$ cat config.mk
export PLATFORM = sky130hd
export DESIGN_NAME = sync_fifo
export DESIGN_NICKNAME = d
export VERILOG_FILES = /design/src/rtl/fifo_pkg.sv /design/src/rtl/sync_fifo_sdpram.sv /design/src/rtl/sync_fifo.sv
export SDC_FILE = /design/constraint.sdc
export NUM_CORES = 1
export LEC_CHECK = 0
export CAP_MARGIN = 30
export CORE_MARGIN = 2
export CORE_UTILIZATION = 45
export DETAILED_ROUTE_END_ITERATION = 8
export GPL_ROUTABILITY_DRIVEN = 0
export PLACE_DENSITY = 0.75
export SYNTH_ARGS = -nofsm -noshare
export SYNTH_HDL_FRONTEND = slang
export SYNTH_HIERARCHICAL = 1
export SYNTH_SLANG_ARGS = --single-unit
$ cat constraint.sdc
create_clock -name clk -period 3 [get_ports clk]
set_input_delay 0.6 -clock clk [delete_from_list [all_inputs] [get_ports clk]]
set_output_delay 0.6 -clock clk [all_outputs]
set_load 0.05 [all_outputs]
$ cat src/rtl/fifo_pkg.sv
// fifo_pkg
// Shared definitions for the synchronous FIFO slice: read-mode selectors,
// default sizing/threshold constants and a ceiling-log2 helper for callers
// that size a FIFO from a word count rather than an address width.
package fifo_pkg;

  // Read-mode selectors for the FWFT parameter of sync_fifo.
  localparam bit FWFT_OFF = 1'b0;
  localparam bit FWFT_ON  = 1'b1;

  // Default geometry and flag thresholds.
  localparam int DEF_ADDR_WIDTH    = 4;
  localparam int DEF_DATA_WIDTH    = 8;
  localparam int DEF_AFULL_MARGIN  = 2;
  localparam int DEF_AEMPTY_THRESH = 1;

  // Ceiling log2; clog2(1) = 0, clog2(16) = 4, clog2(17) = 5.
  function automatic int clog2(input int value);
    int result;
    int rem;
    result = 0;
    rem    = value - 1;
    while (rem > 0) begin
      result = result + 1;
      rem    = rem >> 1;
    end
    return result;
  endfunction

endpackage

$ cat src/rtl/sync_fifo_sdpram.sv
// sdpram
// Single-clock simple dual-port RAM: one write port, one read port with a
// registered output. The array itself has no reset; the read register only
// loads when re is high, so it holds its value between reads.
// Ports:
//   clk    posedge clock
//   we     write enable
//   waddr  write address
//   wdata  write data
//   re     read enable (loads rdata on the next edge)
//   raddr  read address
//   rdata  registered read data
module sdpram
  import fifo_pkg::*;
#(
  parameter int ADDR_WIDTH = DEF_ADDR_WIDTH,
  parameter int DATA_WIDTH = DEF_DATA_WIDTH
) (
  input  logic                  clk,
  input  logic                  we,
  input  logic [ADDR_WIDTH-1:0] waddr,
  input  logic [DATA_WIDTH-1:0] wdata,
  input  logic                  re,
  input  logic [ADDR_WIDTH-1:0] raddr,
  output logic [DATA_WIDTH-1:0] rdata
);

  localparam int DEPTH = 1 << ADDR_WIDTH;

  logic [DATA_WIDTH-1:0] mem [DEPTH];

  // A read of the address being written in the same cycle returns the old
  // word; the FIFO never issues such a read, so no bypass is needed.
  always_ff @(posedge clk) begin
    if (we) begin
      mem[waddr] <= wdata;
    end
    if (re) begin
      rdata <= mem[raddr];
    end
  end

endmodule

$ cat src/rtl/sync_fifo.sv
// sync_fifo
// Single-clock FIFO on top of sdpram, with registered status flags,
// occupancy count, sticky error flags and a choice of standard or
// first-word-fall-through read behaviour.
// Ports:
//   clk        posedge clock
//   rstn       asynchronous active-low reset
//   wren       write request
//   wrdata     write data
//   full       no space left, writes are dropped
//   afull      count >= AFULL_THRESH
//   rden       read request (standard) / head acknowledge (FWFT)
//   rddata     read data
//   rdvalid    rddata valid (pulse in standard mode, level in FWFT mode)
//   empty      count == 0
//   aempty     count <= AEMPTY_THRESH
//   count      words held, including the FWFT output register
//   clrerr     synchronous clear of overflow/underflow
//   overflow   sticky: write attempted while full
//   underflow  sticky: read attempted with no data available
module sync_fifo
  import fifo_pkg::*;
#(
  parameter int ADDR_WIDTH    = DEF_ADDR_WIDTH,
  parameter int DATA_WIDTH    = DEF_DATA_WIDTH,
  parameter int AFULL_THRESH  = (1 << ADDR_WIDTH) - DEF_AFULL_MARGIN,
  parameter int AEMPTY_THRESH = DEF_AEMPTY_THRESH,
  parameter bit FWFT          = FWFT_OFF
) (
  input  logic                  clk,
  input  logic                  rstn,
  input  logic                  wren,
  input  logic [DATA_WIDTH-1:0] wrdata,
  output logic                  full,
  output logic                  afull,
  input  logic                  rden,
  output logic [DATA_WIDTH-1:0] rddata,
  output logic                  rdvalid,
  output logic                  empty,
  output logic                  aempty,
  output logic [ADDR_WIDTH:0]   count,
  input  logic                  clrerr,
  output logic                  overflow,
  output logic                  underflow
);

  localparam int PW = ADDR_WIDTH + 1;
  localparam logic [PW-1:0] AFULL_LVL  = PW'(AFULL_THRESH);
  localparam logic [PW-1:0] AEMPTY_LVL = PW'(AEMPTY_THRESH);

  logic [PW-1:0]         wr_ptr;
  logic [PW-1:0]         rd_ptr;
  logic [PW-1:0]         count_q;
  logic [PW-1:0]         wr_ptr_nxt;
  logic [PW-1:0]         rd_ptr_nxt;
  logic [PW-1:0]         count_nxt;
  logic                  full_nxt;
  logic                  full_q;
  logic                  empty_q;
  logic                  afull_q;
  logic                  aempty_q;
  logic                  overflow_q;
  logic                  underflow_q;

  logic                  wr_acc;
  logic                  rd_acc;
  logic                  rd_err;
  logic                  ram_re;
  logic [ADDR_WIDTH-1:0] ram_raddr;
  logic [DATA_WIDTH-1:0] ram_q;

  // Writes are judged against the registered full flag only, so a read
  // in the same cycle never makes room for a write into a full FIFO.
  assign wr_acc = wren && !full_q;

  // Next pointer/count values. rd_acc comes from the mode-specific read
  // logic below: a RAM read in standard mode, a head pop in FWFT mode.
  always_comb begin
    wr_ptr_nxt = wr_ptr + {{ADDR_WIDTH{1'b0}}, wr_acc};
    rd_ptr_nxt = rd_ptr + {{ADDR_WIDTH{1'b0}}, rd_acc};
    count_nxt  = count_q;
    if (wr_acc && !rd_acc) begin
      count_nxt = count_q + 1'b1;
    end else if (rd_acc && !wr_acc) begin
      count_nxt = count_q - 1'b1;
    end
    full_nxt = (wr_ptr_nxt[PW-1] != rd_ptr_nxt[PW-1]) &&
               (wr_ptr_nxt[PW-2:0] == rd_ptr_nxt[PW-2:0]);
  end

  // Pointers, count and all level flags are registered from the next-state
  // values so they change on the same edge as the accepted operation and
  // no output depends combinationally on wren/rden.
  always_ff @(posedge clk or negedge rstn) begin
    if (!rstn) begin
      wr_ptr   <= '0;
      rd_ptr   <= '0;
      count_q  <= '0;
      full_q   <= 1'b0;
      empty_q  <= 1'b1;
      afull_q  <= 1'b0;
      aempty_q <= 1'b1;
    end else begin
      wr_ptr   <= wr_ptr_nxt;
      rd_ptr   <= rd_ptr_nxt;
      count_q  <= count_nxt;
      full_q   <= full_nxt;
      empty_q  <= (wr_ptr_nxt == rd_ptr_nxt);
      afull_q  <= (count_nxt >= AFULL_LVL);
      aempty_q <= (count_nxt <= AEMPTY_LVL);
    end
  end

  // Sticky error flags. A new error in the same cycle as clrerr wins.
  always_ff @(posedge clk or negedge rstn) begin
    if (!rstn) begin
      overflow_q  <= 1'b0;
      underflow_q <= 1'b0;
    end else begin
      if (wren && full_q) begin
        overflow_q <= 1'b1;
      end else if (clrerr) begin
        overflow_q <= 1'b0;
      end
      if (rd_err) begin
        underflow_q <= 1'b1;
      end else if (clrerr) begin
        underflow_q <= 1'b0;
      end
    end
  end

  sdpram #(
    .ADDR_WIDTH (ADDR_WIDTH),
    .DATA_WIDTH (DATA_WIDTH)
  ) u_ram (
    .clk   (clk),
    .we    (wr_acc),
    .waddr (wr_ptr[ADDR_WIDTH-1:0]),
    .wdata (wrdata),
    .re    (ram_re),
    .raddr (ram_raddr),
    .rdata (ram_q)
  );

  generate
    if (FWFT == FWFT_ON) begin : g_fwft
      // Two-stage prefetch: the RAM read register (mid stage) feeds the
      // output register. rd_ptr tracks popped words for the flags, while
      // fetch_ptr tracks words already pulled out of the RAM array. Words
      // in flight still occupy their RAM slots, so full/empty stay exact.
      logic [PW-1:0]         fetch_ptr;
      logic                  mid_vld;
      logic                  out_vld;
      logic [DATA_WIDTH-1:0] out_data;
      logic                  pop;
      logic                  out_load;

      assign pop       = rden && out_vld;
      assign out_load  = mid_vld && (!out_vld || pop);
      // Refill the mid stage when it is empty or being drained this cycle,
      // which keeps rdvalid high across back-to-back pops.
      assign ram_re    = (fetch_ptr != wr_ptr) && (!mid_vld || out_load);
      assign ram_raddr = fetch_ptr[ADDR_WIDTH-1:0];
      assign rd_acc    = pop;
      assign rd_err    = rden && !out_vld;
      assign rddata    = out_data;
      assign rdvalid   = out_vld;

      // Prefetch pipeline state.
      always_ff @(posedge clk or negedge rstn) begin
        if (!rstn) begin
          fetch_ptr <= '0;
          mid_vld   <= 1'b0;
          out_vld   <= 1'b0;
          out_data  <= '0;
        end else begin
          if (ram_re) begin
            fetch_ptr <= fetch_ptr + 1'b1;
            mid_vld   <= 1'b1;
          end else if (out_load) begin
            mid_vld   <= 1'b0;
          end
          if (out_load) begin
            out_data <= ram_q;
            out_vld  <= 1'b1;
          end else if (pop) begin
            out_vld  <= 1'b0;
          end
        end
      end
    end else begin : g_std
      // Standard mode: the RAM read register is the output register.
      // seen_q masks the unreset RAM register until the first real read so
      // rddata reads as zero out of reset.
      logic rdvalid_q;
      logic seen_q;

      assign rd_acc    = rden && !empty_q;
      assign rd_err    = rden && empty_q;
      assign ram_re    = rd_acc;
      assign ram_raddr = rd_ptr[ADDR_WIDTH-1:0];
      assign rddata    = seen_q ? ram_q : '0;
      assign rdvalid   = rdvalid_q;

      // One-cycle valid pulse following each accepted read.
      always_ff @(posedge clk or negedge rstn) begin
        if (!rstn) begin
          rdvalid_q <= 1'b0;
          seen_q    <= 1'b0;
        end else begin
          rdvalid_q <= rd_acc;
          if (rd_acc) begin
            seen_q <= 1'b1;
          end
        end
      end
    end
  endgenerate

  assign full      = full_q;
  assign empty     = empty_q;
  assign afull     = afull_q;
  assign aempty    = aempty_q;
  assign count     = count_q;
  assign overflow  = overflow_q;
  assign underflow = underflow_q;

endmodule

==> qor.yml <==
outcome: "completed"
via_count: 3161
die_h_microns: 123
yosys.area.top_type_share_pct: 64.5
core_sq_mm: 0.0138
dp_hpwl_microns: 7750
synth-main-ff-cell: "edfxtp_1"
ys_types: 39
cts_setup_buffers: 0
synth_xor_area_share_pct: 2.19
cts.reportedPaths.clkPinSlew_ps: 60
period_needed_ps: 2440
p_leak_uw: 0.00265
grt_overflow_total: 0
cp_cell_sequence: "and2_1 -> clkdlybuf4s50_1"
syn2layout_area_growth_pct: 20.7
initialDrtViolationCount: 246
layout-drive-gt1-share_pct: 22.9
port_buffers: 32
yosysTopAreaCell: "edfxtp_1"
yosysSeqAreaShare_pct: 73.7
syn_avg_cell_area_sq_um: 19.8
path_max_fanout: 9
finalHoldViolations: 0
synthCells: 319
synthAdderAreaFrac_pct: 1.19
synth_edf_count: 136
preCtsSetupSlack_ps: 256
synth_most_common_cell: "edfxtp_1"
tightest_slew_ps: 696
ys_async_sr_fraction_pct: 14.5
vias_per_cell: 5.47
drv_slew: 0
power_uw: 8060
drc: 0
cp-start-kind: "flop"
drt_wl_total_microns: 11800
wl_per_cell_microns: 20.4
grt_setup_unrepaired: "no"
synth_top_family_by_area: "multiplexers"
relSlewSlack_pct: 53.5
critPathArrivalTime_ps: 1840
final_cells: 578
synth_common_cells: "136 x edfxtp_1, 21 x dfrtp_1, 18 x a22oi_1, 18 x mux4_2, 16 x nor2_1"
placed_cells: 547
crit_path_top_delay_cell: "clkdlybuf4s50_1"
synthTopCellsByArea: "edfxtp_1 65%, dfrtp_1 8.3%, mux4_2 6.4%"
finalNetCount: 405
fin_tns_setup_ps: 0
setup_viol: 0
ir_drop_mv: 0.490
endpoint_kind: "output pin"
yosysWarnings: 6
cts_resized: 0
grt_pass1_wl_microns: 18200
rows: 43
finalWorstSetupSlack_ps: 558
die-area_sq_mm: 0.0150
power.density_mw_per_mm2: 1060
muxShareOfSynthArea_pct: 12.2
slowest_delay_ps: 800
antenna_left: 0
ioPinCount: 33
initial_core_util_pct: 45.8
critPathKind: "flop to output pin"
critical_path_required_ps: 2400
grtUsageTotal_pct: 17.2
synth-simple-area-share_pct: 5.83
maxCapViolations: 0
nFillCells: 1028
grt_max_degree: 34
fp.dieW_microns: 123
fin_crit_sh_pct: 81.4
clock_latency_ps: 420
antennaDiodeCount: 0
hold_buffers: 0
cts_root_buf: "clkbuf_16"
syn_area_sq_mm: 0.00633
numClockSinks: 159
htree_levels: 4
skew_ps: 7.87
antenna_found_initial: 0
firstDrtPassIters: 7
synth_seq_cells: 159
clockBufferDepth: 2
cts_tree: "yes"
hold_path.class: "flop to flop"
grt_pass1_vias: 3201
cts_made_buffers: 17
syn_nets: 338
fmax_mhz: 409
synth-compound-area-share_pct: 3.01
flip-flops by register name, indices dropped and copies added, names as in the netlist:
register,count
aempty,1
afull,1
count,5
empty,1
full,1
g_std.seen_q,1
overflow,1
rd_ptr,5
rdvalid,1
u_ram/mem,128
u_ram/rdata,8
underflow,1
wr_ptr,5
placed cells by master (no fill, tap or decap), drive strengths merged, types with 6 or more instances in the layout:
master and instances:
and2 9, inv 9, nor2 19, a22oi 18
clkbuf 18, ha 6, mux4 32, buf 26
xnor2 7, dfrtp 21, nand2 12, xor2 8
clkdlybuf4s50 32, edfxtp 136
stage by stage:
step                utilization (%)  area, sq um  hold WS [ps]
floorplan                         -         6330           304
global placement               50.6         7000           492
detailed placement             50.6         7000           507
CTS                            55.2         7640           526
global route                   55.2         7640           548
finish                         55.2         7640           518
logic make-up (layout without fill, tap and decap cells):
kind of cell               Yosys count  count (layout)
buffers and inverters               18              97
adders and majority gates            6               6
muxes                               32              32
xor gates and xnor gates            15              15
AOI/OAI and AO/OA                   24              24
and+or+nand+nor                     65              65
DFF                                159             159
final cells by class:
type	count	area [sq um]	share of cell area [%]
multi-input combinational	142	1550	20.2
clock inverter	13	213	2.79
clock buffer	18	429	5.62
sequential	159	4660	61.1
tap	180	225	2.95
inverter	8	32.5	0.426
timing repair buffer	58	528	6.91
final timing paths:
| kind | startpoint | to | slack (ps) | depth (start not counted) |
|---|---|---|---|---|
| worst max register to register | empty$_DFF_PN1_ | full$_DFF_PN0_ | 810 | 8 |
| max in group asynchronous | rstn | empty$_DFF_PN1_ | 1770 | 2 |
| min in group asynchronous | rstn | wr_ptr[3]$_DFF_PN0_ | 580 | 1 |
| worst min-delay path | rd_ptr[4]$_DFF_PN0_ | rd_ptr[4]$_DFF_PN0_ | 520 | 2 |
| worst max-delay path | g_std.seen_q$_DFFE_PN0N_ | rddata[6] | 560 | 2 |
| worst min register to register | rd_ptr[4]$_DFF_PN0_ | rd_ptr[4]$_DFF_PN0_ | 520 | 2 |
critical path, delay by kind of cell (launching register included):
family / cells / cell delay (ps)
buffers and inverters: 1 / 800
flip-flops: 1 / 440
AND/OR/NAND/NOR: 1 / 180
layer usage:
layer / up-vias / part of all wire (%) / track usage [%]
met4: 0 / 1.1 / 5.68
met1: 1607 / 41 / 21.9
li1: 1420 / - / -
met3: 16 / 6.6 / 5.95
met5: - / 0 / 0
met2: 118 / 52 / 28.0
power by group:
group	internal [uW]	switching [uW]	leakage (uW)
Clock	1470	828	0.000304
Sequential	2850	239	0.00151
Combinational	1110	1560	0.000844
No activity file was read; power rests on OpenSTA's default activity.
